$ cat src/rtl/arm_pkg.sv
// Shared definitions for the ARM pipeline SRAM paths.
// Latency: n/a (types and constants only).
// Backpressure: n/a.
package arm_pkg;

    typedef enum logic [1:0] {
        IDLE = 2'd0,
        LOW  = 2'd1,
        HIGH = 2'd2,
        DONE = 2'd3
    } mem_state_t;

    localparam int MEM_BASE_DEF = 1024;
    localparam int SRAM_AW_DEF  = 18;
    localparam int WORD_W       = 32;
    localparam int HALF_W       = 16;

endpackage

$ cat src/rtl/sram_wait_counter.sv
// Wait-state counter for one SRAM halfword phase; raises last on the final hold cycle.
// Latency: last asserts WAIT_CYCLES-1 ticks after load.
// Backpressure: none; saturates at the last count instead of wrapping.
// Ports: clk/rst, load (clear to zero), tick (advance), last (final cycle of the phase).
module sram_wait_counter #(
    parameter int WAIT_CYCLES = 3
) (
    input  logic clk,
    input  logic rst,
    input  logic load,
    input  logic tick,
    output logic last
);

    localparam int CW = $clog2(WAIT_CYCLES + 1);

    logic [CW-1:0] cnt;

    always_ff @(posedge clk or posedge rst) begin
        if (rst) begin
            cnt <= '0;
        end else if (load) begin
            cnt <= '0;
        end else if (tick && !last) begin
            cnt <= cnt + 1'b1;
        end
    end

    assign last = (cnt == CW'(WAIT_CYCLES - 1));

endmodule

$ cat src/rtl/mem_sram_stage.sv
// ARM MEM stage: moves 32-bit words to/from a 16-bit async SRAM as two halfword phases.
// Latency: request in IDLE at cycle 0, DONE (ready=1, data valid) at cycle 2*WAIT_CYCLES+1.
// Backpressure: ready drops combinationally with a new request and freezes the pipeline until DONE.
// Ports: MEM_R_EN_MEM/MEM_W_EN_MEM/alu_res_MEM/val_Rm_MEM from EXE/MEM; data/ready to MEM/WB and
//        hazard logic; SRAM_* drive the external halfword SRAM (DQ split into in/out/oe).
module mem_sram_stage
    import arm_pkg::*;
#(
    parameter int WAIT_CYCLES = 3,
    parameter int MEM_BASE    = MEM_BASE_DEF,
    parameter int SRAM_AW     = SRAM_AW_DEF
) (
    input  logic               clk,
    input  logic               rst,
    input  logic               MEM_R_EN_MEM,
    input  logic               MEM_W_EN_MEM,
    input  logic [31:0]        alu_res_MEM,
    input  logic [31:0]        val_Rm_MEM,
    output logic [31:0]        data,
    output logic               ready,
    output logic [SRAM_AW-1:0] SRAM_ADDR,
    output logic [15:0]        SRAM_DQ_OUT,
    input  logic [15:0]        SRAM_DQ_IN,
    output logic               SRAM_DQ_OE,
    output logic               SRAM_WE_N
);

    // With a single-cycle phase there is no cycle left to raise WE_N early.
    localparam bit SINGLE = (WAIT_CYCLES == 1);

    mem_state_t state, next_state;

    logic                 req;
    logic [31:0]          word_off;
    logic [SRAM_AW-2:0]   idx_q;
    logic [WORD_W-1:0]    wdat_q;
    logic                 op_wr_q;
    logic                 cnt_load;
    logic                 cnt_last;
    logic                 unused_bits;

    assign req      = MEM_R_EN_MEM | MEM_W_EN_MEM;
    assign word_off = (alu_res_MEM - 32'(MEM_BASE)) >> 2;
    assign unused_bits = ^word_off[31:SRAM_AW-1];

    // State register
    always_ff @(posedge clk or posedge rst) begin
        if (rst) begin
            state <= IDLE;
        end else begin
            state <= next_state;
        end
    end

    // Next-state logic
    always_comb begin
        next_state = state;
        case (state)
            IDLE:    if (req)      next_state = LOW;
            LOW:     if (cnt_last) next_state = HIGH;
            HIGH:    if (cnt_last) next_state = DONE;
            DONE:    next_state = IDLE;
            default: next_state = IDLE;
        endcase
    end

    // Counter restarts on every phase entry; it idles cleared outside the phases.
    assign cnt_load = (state != next_state) || (state == IDLE) || (state == DONE);

    sram_wait_counter #(
        .WAIT_CYCLES(WAIT_CYCLES)
    ) u_wait (
        .clk  (clk),
        .rst  (rst),
        .load (cnt_load),
        .tick (1'b1),
        .last (cnt_last)
    );

    // Output decode from state and latched request
    always_comb begin
        ready       = 1'b0;
        SRAM_ADDR   = {idx_q, 1'b0};
        SRAM_DQ_OUT = wdat_q[HALF_W-1:0];
        SRAM_DQ_OE  = 1'b0;
        SRAM_WE_N   = 1'b1;
        case (state)
            IDLE: ready = ~req;
            LOW: begin
                SRAM_DQ_OE = op_wr_q;
                // WE_N rises on the last hold cycle so address/data outlast the write pulse.
                SRAM_WE_N  = ~(op_wr_q & (~cnt_last | SINGLE));
            end
            HIGH: begin
                SRAM_ADDR   = {idx_q, 1'b1};
                SRAM_DQ_OUT = wdat_q[WORD_W-1:HALF_W];
                SRAM_DQ_OE  = op_wr_q;
                SRAM_WE_N   = ~(op_wr_q & (~cnt_last | SINGLE));
            end
            DONE: ready = 1'b1;
            default: ready = 1'b0;
        endcase
    end

    // Request latch: only sampled in IDLE; write wins when both enables are set.
    always_ff @(posedge clk or posedge rst) begin
        if (rst) begin
            idx_q   <= '0;
            wdat_q  <= '0;
            op_wr_q <= 1'b0;
        end else if (state == IDLE && req) begin
            idx_q   <= word_off[SRAM_AW-2:0];
            wdat_q  <= val_Rm_MEM;
            op_wr_q <= MEM_W_EN_MEM;
        end
    end

    // Load result, captured halfword by halfword on the last cycle of each read phase.
    always_ff @(posedge clk or posedge rst) begin
        if (rst) begin
            data <= '0;
        end else if (!op_wr_q && cnt_last) begin
            if (state == LOW) begin
                data[HALF_W-1:0] <= SRAM_DQ_IN;
            end else if (state == HIGH) begin
                data[WORD_W-1:HALF_W] <= SRAM_DQ_IN;
            end
        end
    end

endmodule

$ cat config.mk
export PLATFORM = sky130hd
export DESIGN_NAME = mem_sram_stage
export DESIGN_NICKNAME = d
export VERILOG_FILES = /design/src/rtl/arm_pkg.sv /design/src/rtl/sram_wait_counter.sv /design/src/rtl/mem_sram_stage.sv
export SDC_FILE = /design/constraint.sdc
export NUM_CORES = 1
export LEC_CHECK = 0
export CORE_ASPECT_RATIO = 1.75
export CORE_MARGIN = 1
export CORE_UTILIZATION = 45
export CTS_CLUSTER_DIAMETER = 30
export CTS_CLUSTER_SIZE = 8
export DETAILED_ROUTE_END_ITERATION = 12
export PLACE_DENSITY = 0.84
export SLEW_MARGIN = 40
export SYNTH_ARGS = -nofsm -noshare
export SYNTH_HDL_FRONTEND = slang
export SYNTH_SLANG_ARGS = --single-unit
export TNS_END_PERCENT = 50
$ cat constraint.sdc
create_clock -name clk -period 5.4 [get_ports clk]
set_clock_uncertainty 0.05 [all_clocks]
set_input_delay 0.54 -clock clk [delete_from_list [all_inputs] [get_ports clk]]
set_output_delay 0.54 -clock clk [all_outputs]
set_load 0.05 [all_outputs]
Word-level counts from Yosys, hierarchy flattened --
Cells that the tools add are included.
Word-level totals: flip-flop bits (word level) 86, latch bits 0, RAM bits 0, bits in read-only memories 0, output and inout bits 69, logic and storage cells 41, memories 0
Operators by class: $add $sub $neg 2, multiply operators 0, div/mod/pow operators 0, order comparisons 0, equality and inequality tests 6, shift-type cells 0, mux-type cells 11, bitwise logic cells 6, reductions and logical operators 9
Operators with widths (number):
- 19-bit by 11-bit subtractor with 19-bit output, second input constant | 1
- 16-bit two-way mux | 1
- 2-bit two-way mux | 5
- 2-bit case mux with 4 select lines | 1
- 2-bit == test, second input constant | 3
- 1-bit NOT | 4
- 1-bit two-way mux | 3
- 3-bit AND reduction | 1
- 2-bit by 1-bit adder with 2-bit output, second input constant | 1
- 2-bit by 1-bit == test with 1-bit output, second input constant | 1
- 1-bit logical AND | 2
- 2-bit logical NOT | 1
- 1-bit logical OR | 2
- 2-bit != test | 1
- 2-bit != test, second input constant | 1
- 1-bit case mux with 2 select lines | 1
- 2-bit AND reduction | 1
- 2-bit OR reduction | 1
- 1-bit bitwise AND | 1
- 1-bit logical NOT | 1
- 1-bit OR | 1

Longest topological paths before layout --
Gate-level depths: netlist (run 1).
word-level depth 7, mapped depth 7

By module --
A second synthesis (run 1) with hierarchy kept.
Second synthesis, totals: cells, all modules 358, area, all modules 3776.1 µm²
By module, submodules not included:
- mem_sram_stage | times used 1, cells an instance 346, area each 3642.2 µm², sequential area each 2102.0 µm²
- sram_wait_counter | times used 1, cells an instance 12, area each 133.9 µm², sequential area each 50.0 µm²

Worst setup path after synthesis (run 1) --
OpenSTA, ideal clock, no wires.
kind register -> output, start point register state[0], end point output SRAM_DQ_OUT[10], arrival 2.162 ns, required time 4.810 ns, setup slack 2.648 ns, cell stages (with the launch flop) 6, cell sequence dfrtp_1 inv_1 ha_1 clkbuf_1 buf_2 mux2_2
Between the ends: longest elaborated chain between the ends 2
RTL lines:
- start: declaration | RTL line mem_sram_stage.sv:31 | mem_state_t state, next_state;
- start signal: assignment | RTL line mem_sram_stage.sv:51 | state <= next_state;
- 2-bit == test | RTL line mem_sram_stage.sv:87 | case (state)
- 16-bit two-way mux | RTL line mem_sram_stage.sv:87
- end: declaration | RTL line mem_sram_stage.sv:22 | output logic [15:0] SRAM_DQ_OUT,
Every way passes these cells.

Final worst setup path (run 1) --
start point register state[0], end point output ready
Between the ends: longest elaborated chain between the ends 2, elaborated cells between the ends (all ways) 3, those cells by class eq/ne: 1; mux: 1; reduce/logical: 1
RTL lines:
- 2-bit == test or 2-bit logical NOT (tied branches) | RTL line mem_sram_stage.sv:87
- 1-bit case mux with 2 select lines (*) | RTL line mem_sram_stage.sv:87
- end: declaration | RTL line mem_sram_stage.sv:20 | output logic ready,
Every way passes the cells marked *; elsewhere a longest branch is shown, timed or not.

==> results of run 1 <==
==> cell usage in the layout (no fill, tap or decap), types with 2 or more instances in the layout <==
cell type,Yosys,final
sky130_fd_sc_hd__dfrtp_1,86,86
sky130_fd_sc_hd__inv_6,0,2
sky130_fd_sc_hd__or4_1,3,3
sky130_fd_sc_hd__o31ai_1,2,2
sky130_fd_sc_hd__ha_1,7,6
sky130_fd_sc_hd__clkbuf_16,0,9
sky130_fd_sc_hd__mux2_2,48,48
sky130_fd_sc_hd__o21ai_0,8,7
sky130_fd_sc_hd__nor2b_1,2,2
sky130_fd_sc_hd__nor2_1,9,9
sky130_fd_sc_hd__nand3_1,2,2
sky130_fd_sc_hd__a211o_1,2,2
sky130_fd_sc_hd__a211oi_1,2,2
sky130_fd_sc_hd__or3_1,2,2
sky130_fd_sc_hd__o21a_1,2,2
sky130_fd_sc_hd__nand2b_1,3,3
sky130_fd_sc_hd__nor3b_1,2,2
sky130_fd_sc_hd__clkdlybuf4s50_1,0,137
sky130_fd_sc_hd__nand2_1,133,133
sky130_fd_sc_hd__buf_4,0,2
sky130_fd_sc_hd__a31oi_1,5,5
sky130_fd_sc_hd__clkinv_2,0,4
sky130_fd_sc_hd__inv_1,7,6
==> state kept, by name, indices dropped and copies added, names as in the netlist <==
name / count
data: 32
idx_q: 17
state: 2
op_wr_q: 1
wdat_q: 32
u_wait.cnt: 2
==> final timing paths <==
| kind | from | endpoint | slack [ns] | cells past startpoint |
|---|---|---|---|---|
| min | wdat_q[12] | wdat_q[12] | 0.42 | 2 |
| max | state[0] | ready | 2.15 | 6 |
| max reg2reg | state[0] | data[26] | 3.01 | 4 |
| min reg2reg | wdat_q[12] | wdat_q[12] | 0.42 | 2 |
| max in group asynchronous | rst | idx_q[15] | 3.92 | 3 |
| min in group asynchronous | rst | data[20] | 0.49 | 2 |
==> worst max-delay path, cell delays in order (launching register included) <==
cell and delay [ns]:
sky130_fd_sc_hd__dfrtp_1 0.40, sky130_fd_sc_hd__inv_1 0.18, sky130_fd_sc_hd__ha_1 0.39, sky130_fd_sc_hd__nor3b_1 0.37
sky130_fd_sc_hd__nor2_1 0.07, sky130_fd_sc_hd__nor2_1 0.10, sky130_fd_sc_hd__clkdlybuf4s50_1 0.81
==> area by class of cell <==
class                           instances  area [um^2]
Timing Repair Buffer                  140         1400
Fill cell                             631         2520
Sequential cell                        86         2150
Clock buffer                            9          225
Inverter                                7         27.5
Multi-Input combinational cell        242         1480
Tap cell                               90          113
Clock inverter                          7         48.8
==> cells by family (layout without fill, tap and decap cells) <==
| kind of cell | Yosys count | count (layout) | synth area share (%) |
|---|---|---|---|
| AO/OA/AOI/OAI | 25 | 25 | 4.43 |
| flip-flops | 86 | 86 | 58.1 |
| AND/OR/NAND/NOR | 161 | 161 | 17.8 |
| buffers and inverters | 22 | 163 | 2.40 |
| XOR/XNOR | 1 | 1 | 0.237 |
| multiplexers | 48 | 48 | 14.6 |
| adder cells (fa/ha/maj) | 7 | 7 | 2.37 |
==> power by group <==
| group | internal, mW | switching, mW |
|---|---|---|
| combinational | 0.764 | 1.41 |
| sequential | 0.945 | 0.158 |
| clock | 0.313 | 0.252 |
==> metrics by stage <==
step | power (mW) | hold WS (ns) | std cells | instance area (um^2) | worst slack [ns]
detailed placement | 3.30 | 0.409 | 565 | 5160 | 2.39
finish | 3.84 | 0.421 | 581 | 5440 | 2.15
global placement | 3.23 | 0.403 | 565 | 5160 | 2.21
floorplan | 2.58 | 0.390 | 350 | 3700 | 2.59
global route | 4.04 | 0.438 | 581 | 5440 | 1.91
CTS | 3.87 | 0.425 | 581 | 5440 | 2.11
==> routing by layer <==
metal  track usage (%)  up-vias  part of all wire [%]
met5                 0        -                     0
met4              9.63        0                   2.0
met3              6.12       11                   5.9
met2              39.0       96                    56
met1              21.4     1469                    36
li1                  -     1429                     -
==> implementation parameters, run 1 <==
Parameter                              Value

Status
  Result of the run ... finished, violations left
  Failing checks ... DRC

Floorplan
  Number of top-level design ports ... 153
  Die W ... 70.6 um
  Overall die area ... 8610 um^2
  Die Span Y ... 122 um
  Starting Density ... 46.5%
  Number of rows created at floorplan ... 43
  Core ar. ... 7960 um^2

Synth
  Cell type with the highest aggregate area in the netlist ... sky130_fd_sc_hd__dfrtp_1
  Dominant cells by area after synthesis ... sky130_fd_sc_hd__dfrtp_1 58%, sky130_fd_sc_hd__mux2_2 15%, sky130_fd_sc_hd__nand2_1 13%
  Share of Yosys cell area claimed by the top area cell type ... 58.1%
  Count of different cell masters after synthesis ... 30
  YS warnings ... 0
  Most instantiated cells after synthesis ... 133 x sky130_fd_sc_hd__nand2_1, 86 x sky130_fd_sc_hd__dfrtp_1, 48 x sky130_fd_sc_hd__mux2_2
  Syn Inst Count ... 350
  Seq/Total Area, Yosys ... 58.1%
  Leading cell type by number of instances after synthesis ... sky130_fd_sc_hd__nand2_1
  Flip-flop and latch count after synthesis ... 86
  Number of enable-type register cells in the synthesized netlist ... 0
  Netlist Area Pre-Place ... 3700 um^2
  Most used flip-flop cell after synthesis ... sky130_fd_sc_hd__dfrtp_1
  Mean instance size in the synthesized netlist ... 10.6 um^2
  Async S/R FF share, synth ... 100%
  Number of nets in the synthesized netlist ... 441

STA
  Slew at the pin closest to its max-slew limit ... 0.750 ns
  Unrepaired setup endpoints after global routing ... false
  Time the final worst path needs with I/O delays and setup ... 3.25 ns
  Setup violations, final ... 0
  Maximum frequency from static timing analysis ... 0.308 GHz
  Hold Vio Cnt, Final ... 0
  Setup Total Neg Slack ... 0 ns
  Worst-case headroom to the max-slew limit ... 49.9%
  Fraction of the cycle the final worst path needs ... 60.2%
  Final slew viol count ... 0

Place
  Dpl hpwl ... 6.24 mm
  Placer Congestion ... 0.795
  Total of buffers placed on input and output ports ... 137

Global routing
  First-pass GRT wire length ... 13.9 mm
  Total grt overflow ... 0
  Number of global-route vias before repair ... 3082
  Maximum number of pins on one net before global-route repair ... 61
  Antenna violations before repair ... 0
  Global routing usage summed across all routing layers ... 21.0%

Cells and area
  Antenna diode instance count ... 0
  Area Growth Syn to Fin ... 46.9%
  Layout cells sized above 1 ... 14.9%
  Utilization after layout ... 68.3%
  Number of nets in the final layout ... 577

Worst setup path
  Biggest fanout along the worst timing path ... 8
  Nature of the critical path endpoint ... output port
  Data arrival time of the critical path ... 2.66 ns
  Critical path start-end classification ... register to output port
  Startpoint type of the worst setup path ... register
  Required @ worst endpoint ... 4.81 ns

Power
  Ratio of total power to cell area ... 706 nW/um^2
  Largest vdd supply drop ... 354 uV
  Cell leakage power ... 2.47 nW

Route
  Drt via density ... 5.17
  Number of detailed-route iterations in the first pass ... 8
  Violation count after the first detailed-route iteration ... 134
  Detailed-route wire length per cell ... 14.9 um
  Detailed-route wire length ... 8.63 mm
  Number of nets still failing antenna checks after routing ... 0
  Routed via count ... 3005
  Detailed-route DRC error count ... 19

Clock network
  Post-CTS sizing ... 0
  Clock tree from TritonCTS ... built
  Post-CTS Setup Bufs ... 0
  H-tree depth ... 3
  Clock transition at the register clock pins on the worst setup and hold paths after CTS ... 0.06 ns
  Max Buffers Root-to-Sink ... 2
  Post-cts hold buffer count ... 0
  Number of clock sinks ... 86
  Clock insertion delay at the later pin of the skew report ... 0.33 ns
  CTS root buf ... sky130_fd_sc_hd__clkbuf_16
  Number of CTS-inserted buffers ... 9

Min path
  Hold/Removal Path Class ... register to register

Flow run
  Number of maximum-capacitance constraint violations ... 0
(Power assumes the default switching activity.)
==> inputs of run 2 (changes only) <==
- CORE_UTILIZATION: 45 -> 43
- PLACE_DENSITY: 0.84 -> 0.8
- clock period: 5.4 -> 3.2 ns (I/O delays scaled with it)
==> implementation parameters, run 2 (synthesized netlist as in run 1, its figures left out) <==
Parameter                              Value

Floorplan
  Overall die area ... 9000 um^2 (+4.5%)
  Number of top-level design ports ... 153 (unchanged)
  Core ar. ... 8310 um^2 (+4.4%)
  Die Span Y ... 125 um (+2.3%)
  Die W ... 72.1 um (+2.2%)
  Number of rows created at floorplan ... 44 (+2.3%)
  Starting Density ... 44.5% (-2.0 points)

STA
  Time the final worst path needs with I/O delays and setup ... 3.03 ns
  Hold Vio Cnt, Final ... 0 (unchanged)
  Final slew viol count ... 0 (unchanged)
  Slew at the pin closest to its max-slew limit ... 0.725 ns (-0.0246 ns)
  Maximum frequency from static timing analysis ... 0.330 GHz
  Fraction of the cycle the final worst path needs ... 94.6%
  Worst-case headroom to the max-slew limit ... 51.5% (+1.6 points)
  Unrepaired setup endpoints after global routing ... false
  Hold_ws ... 0.340 ns (-0.0811 ns)
  Setup Total Neg Slack ... 0 ns (unchanged)
  Setup violations, final ... 0 (unchanged)

Global routing
  Antenna violations before repair ... 0 (unchanged)
  Global routing usage summed across all routing layers ... 20.1% (-0.93 points)
  Total grt overflow ... 0 (unchanged)
  First-pass GRT wire length ... 14.0 mm (+0.99%)
  Number of global-route vias before repair ... 3083 (+0.032%)
  Maximum number of pins on one net before global-route repair ... 45 (-26%)

Cells and area
  Largest regs ... data x32, wdat_q x32, idx_q x17
  Most common cell after layout, fill and taps aside ... sky130_fd_sc_hd__clkdlybuf4s50_1
  Layout cells sized above 1 ... 14.6% (-0.29 points)
  Number of nets in the final layout ... 580 (+0.52%)
  Commonest non-fill, non-tap cells in the layout ... 137 x sky130_fd_sc_hd__clkdlybuf4s50_1, 133 x sky130_fd_sc_hd__nand2_1, 86 x sky130_fd_sc_hd__dfrtp_1, 48 x sky130_fd_sc_hd__mux2_2
  Fill cell instance count of the final layout ... 655 (+3.8%)
  Area Growth Syn to Fin ... 48.6%
  Antenna diode instance count ... 0 (unchanged)

Clock network
  Clock tree from TritonCTS ... built
  Number of CTS-inserted buffers ... 9 (unchanged)
  Post-cts hold buffer count ... 0 (unchanged)
  Max Buffers Root-to-Sink ... 2 (unchanged)
  Post-CTS sizing ... 0 (unchanged)
  Number of clock sinks ... 86 (unchanged)
  Clock transition at the register clock pins on the worst setup and hold paths after CTS ... 0.06 ns (about the same)
  Clock insertion delay at the later pin of the skew report ... 0.33 ns (about the same)
  H-tree depth ... 3 (unchanged)
  CTS root buf ... sky130_fd_sc_hd__clkbuf_16
  Post-CTS Setup Bufs ... 0 (unchanged)

Status
  Result of the run ... finished clean

Route
  Number of nets still failing antenna checks after routing ... 0 (unchanged)
  Drt via density ... 4.85 (-6.2%)
  Detailed-route DRC error count ... 0 (-19)
  Number of detailed-route iterations in the first pass ... 4 (-4)
  Detailed-route wire length ... 8.36 mm (-3.2%)
  Routed via count ... 2956 (-1.6%)
  Detailed-route wire length per cell ... 13.7 um (-7.6%)
  Violation count after the first detailed-route iteration ... 118 (-12%)

Worst setup path
  Required @ worst endpoint ... 2.83 ns (-1.98 ns)
  Critical path start-end classification ... register to output port
  Crit-path cells ... inv_1, ha_1, nor3b_1, nor2_1, nor2_1, clkdlybuf4s50_1
  Critical-path top delay cell ... sky130_fd_sc_hd__clkdlybuf4s50_1
  Cells on worst reg2reg path ... 6 (+2)
  Register-to-register setup slack ... 1.03 ns (-1.98 ns)
  Data arrival time of the critical path ... 2.66 ns (about the same)
  Reg-to-reg startpoint ... state[0]
  Biggest fanout along the worst timing path ... 8 (unchanged)
  Maximum single-stage delay on the critical path ... 0.82 ns (about the same)
  Startpoint type of the worst setup path ... register
  Reg-to-reg endpoint ... wdat_q[21]
  Most frequent CP cell ... sky130_fd_sc_hd__nor2_1
  Nature of the critical path endpoint ... output port

Place
  Placer Congestion ... 0.846 (+6.3%)
  Dpl hpwl ... 6.27 mm (+0.48%)
  Total of buffers placed on input and output ports ... 137 (unchanged)

Power
  Ratio of total power to cell area ... 1180 nW/um^2 (+68%)
  Cell leakage power ... 2.48 nW (+0.48%)
  Largest vdd supply drop ... 532 uV (+50%)

Flow run
  Number of maximum-capacitance constraint violations ... 0 (unchanged)

Min path
  Hold/Removal Path Class ... input port to asynchronous set/reset pin
## run 2: cell count changes in the layout (fill, tap and decap cells not counted), moves of 2 or more
cell / change
sky130_fd_sc_hd__buf_4: +4
sky130_fd_sc_hd__clkbuf_1: +4
sky130_fd_sc_hd__clkinv_2: -4
sky130_fd_sc_hd__inv_6: -2
## run 2: worst max-delay path: cells and delay by family (launching register included)
kind / cells / cell delay (ns)
buffers and inverters: 2 / 1.00
and+or+nand+nor: 3 / 0.55
DFF: 1 / 0.42
adders and majority gates: 1 / 0.37
## run 2: cell type report
type                       instances  area, um^2  share of cell area (%)
inverter                           7        28.8                   0.523
tap                              115         144                    2.62
clock buffer                      13         240                    4.37
multi-input combinational        242        1470                    26.8
clock inverter                     3        45.0                   0.819
timing repair buffer             143        1420                    25.8
sequential                        86        2150                    39.1
## run 2: worst max-delay path by stage
stage / start / end / slack [ns] / cells past startpoint
6_report: state[0] / ready / 0.17 / 6
2_1_floorplan: rst / data[0] / 0.61 / 1
3_3_place_gp: state[0] / ready / 0.57 / 6
5_1_grt: state[0] / ready / 0.04 / 6
4_1_cts: state[0] / ready / 0.16 / 6
3_5_place_dp: state[0] / ready / 0.53 / 6
## run 2: routing by layer
layer / track usage, % / part of all wire (%)
met1: 21.5 / 37
met2: 36.8 / 56
met3: 4.85 / 5.0
met4: 7.38 / 1.9
met5: 0 / 0
## run 2: through the flow
step / utilization (%) / cells / instance area (um^2) / worst slack, ns / power [mW]
after floorplan: - / 350 / 3700 / 0.608 / 4.35
after global placement: 62.7 / 593 / 5210 / 0.567 / 5.47
after detailed placement: 62.7 / 593 / 5210 / 0.529 / 5.56
after CTS: 66.1 / 609 / 5500 / 0.156 / 6.58
after global routing: 66.2 / 609 / 5500 / 0.0373 / 6.88
final: 66.2 / 609 / 5500 / 0.173 / 6.51
## run 2: power breakdown
group          internal, mW  switching (mW)  total (mW)
Clock                 0.606           0.392       0.998
Sequential             1.59           0.258        1.85
Combinational          1.30            2.36        3.66
Total                  3.50            3.01        6.51
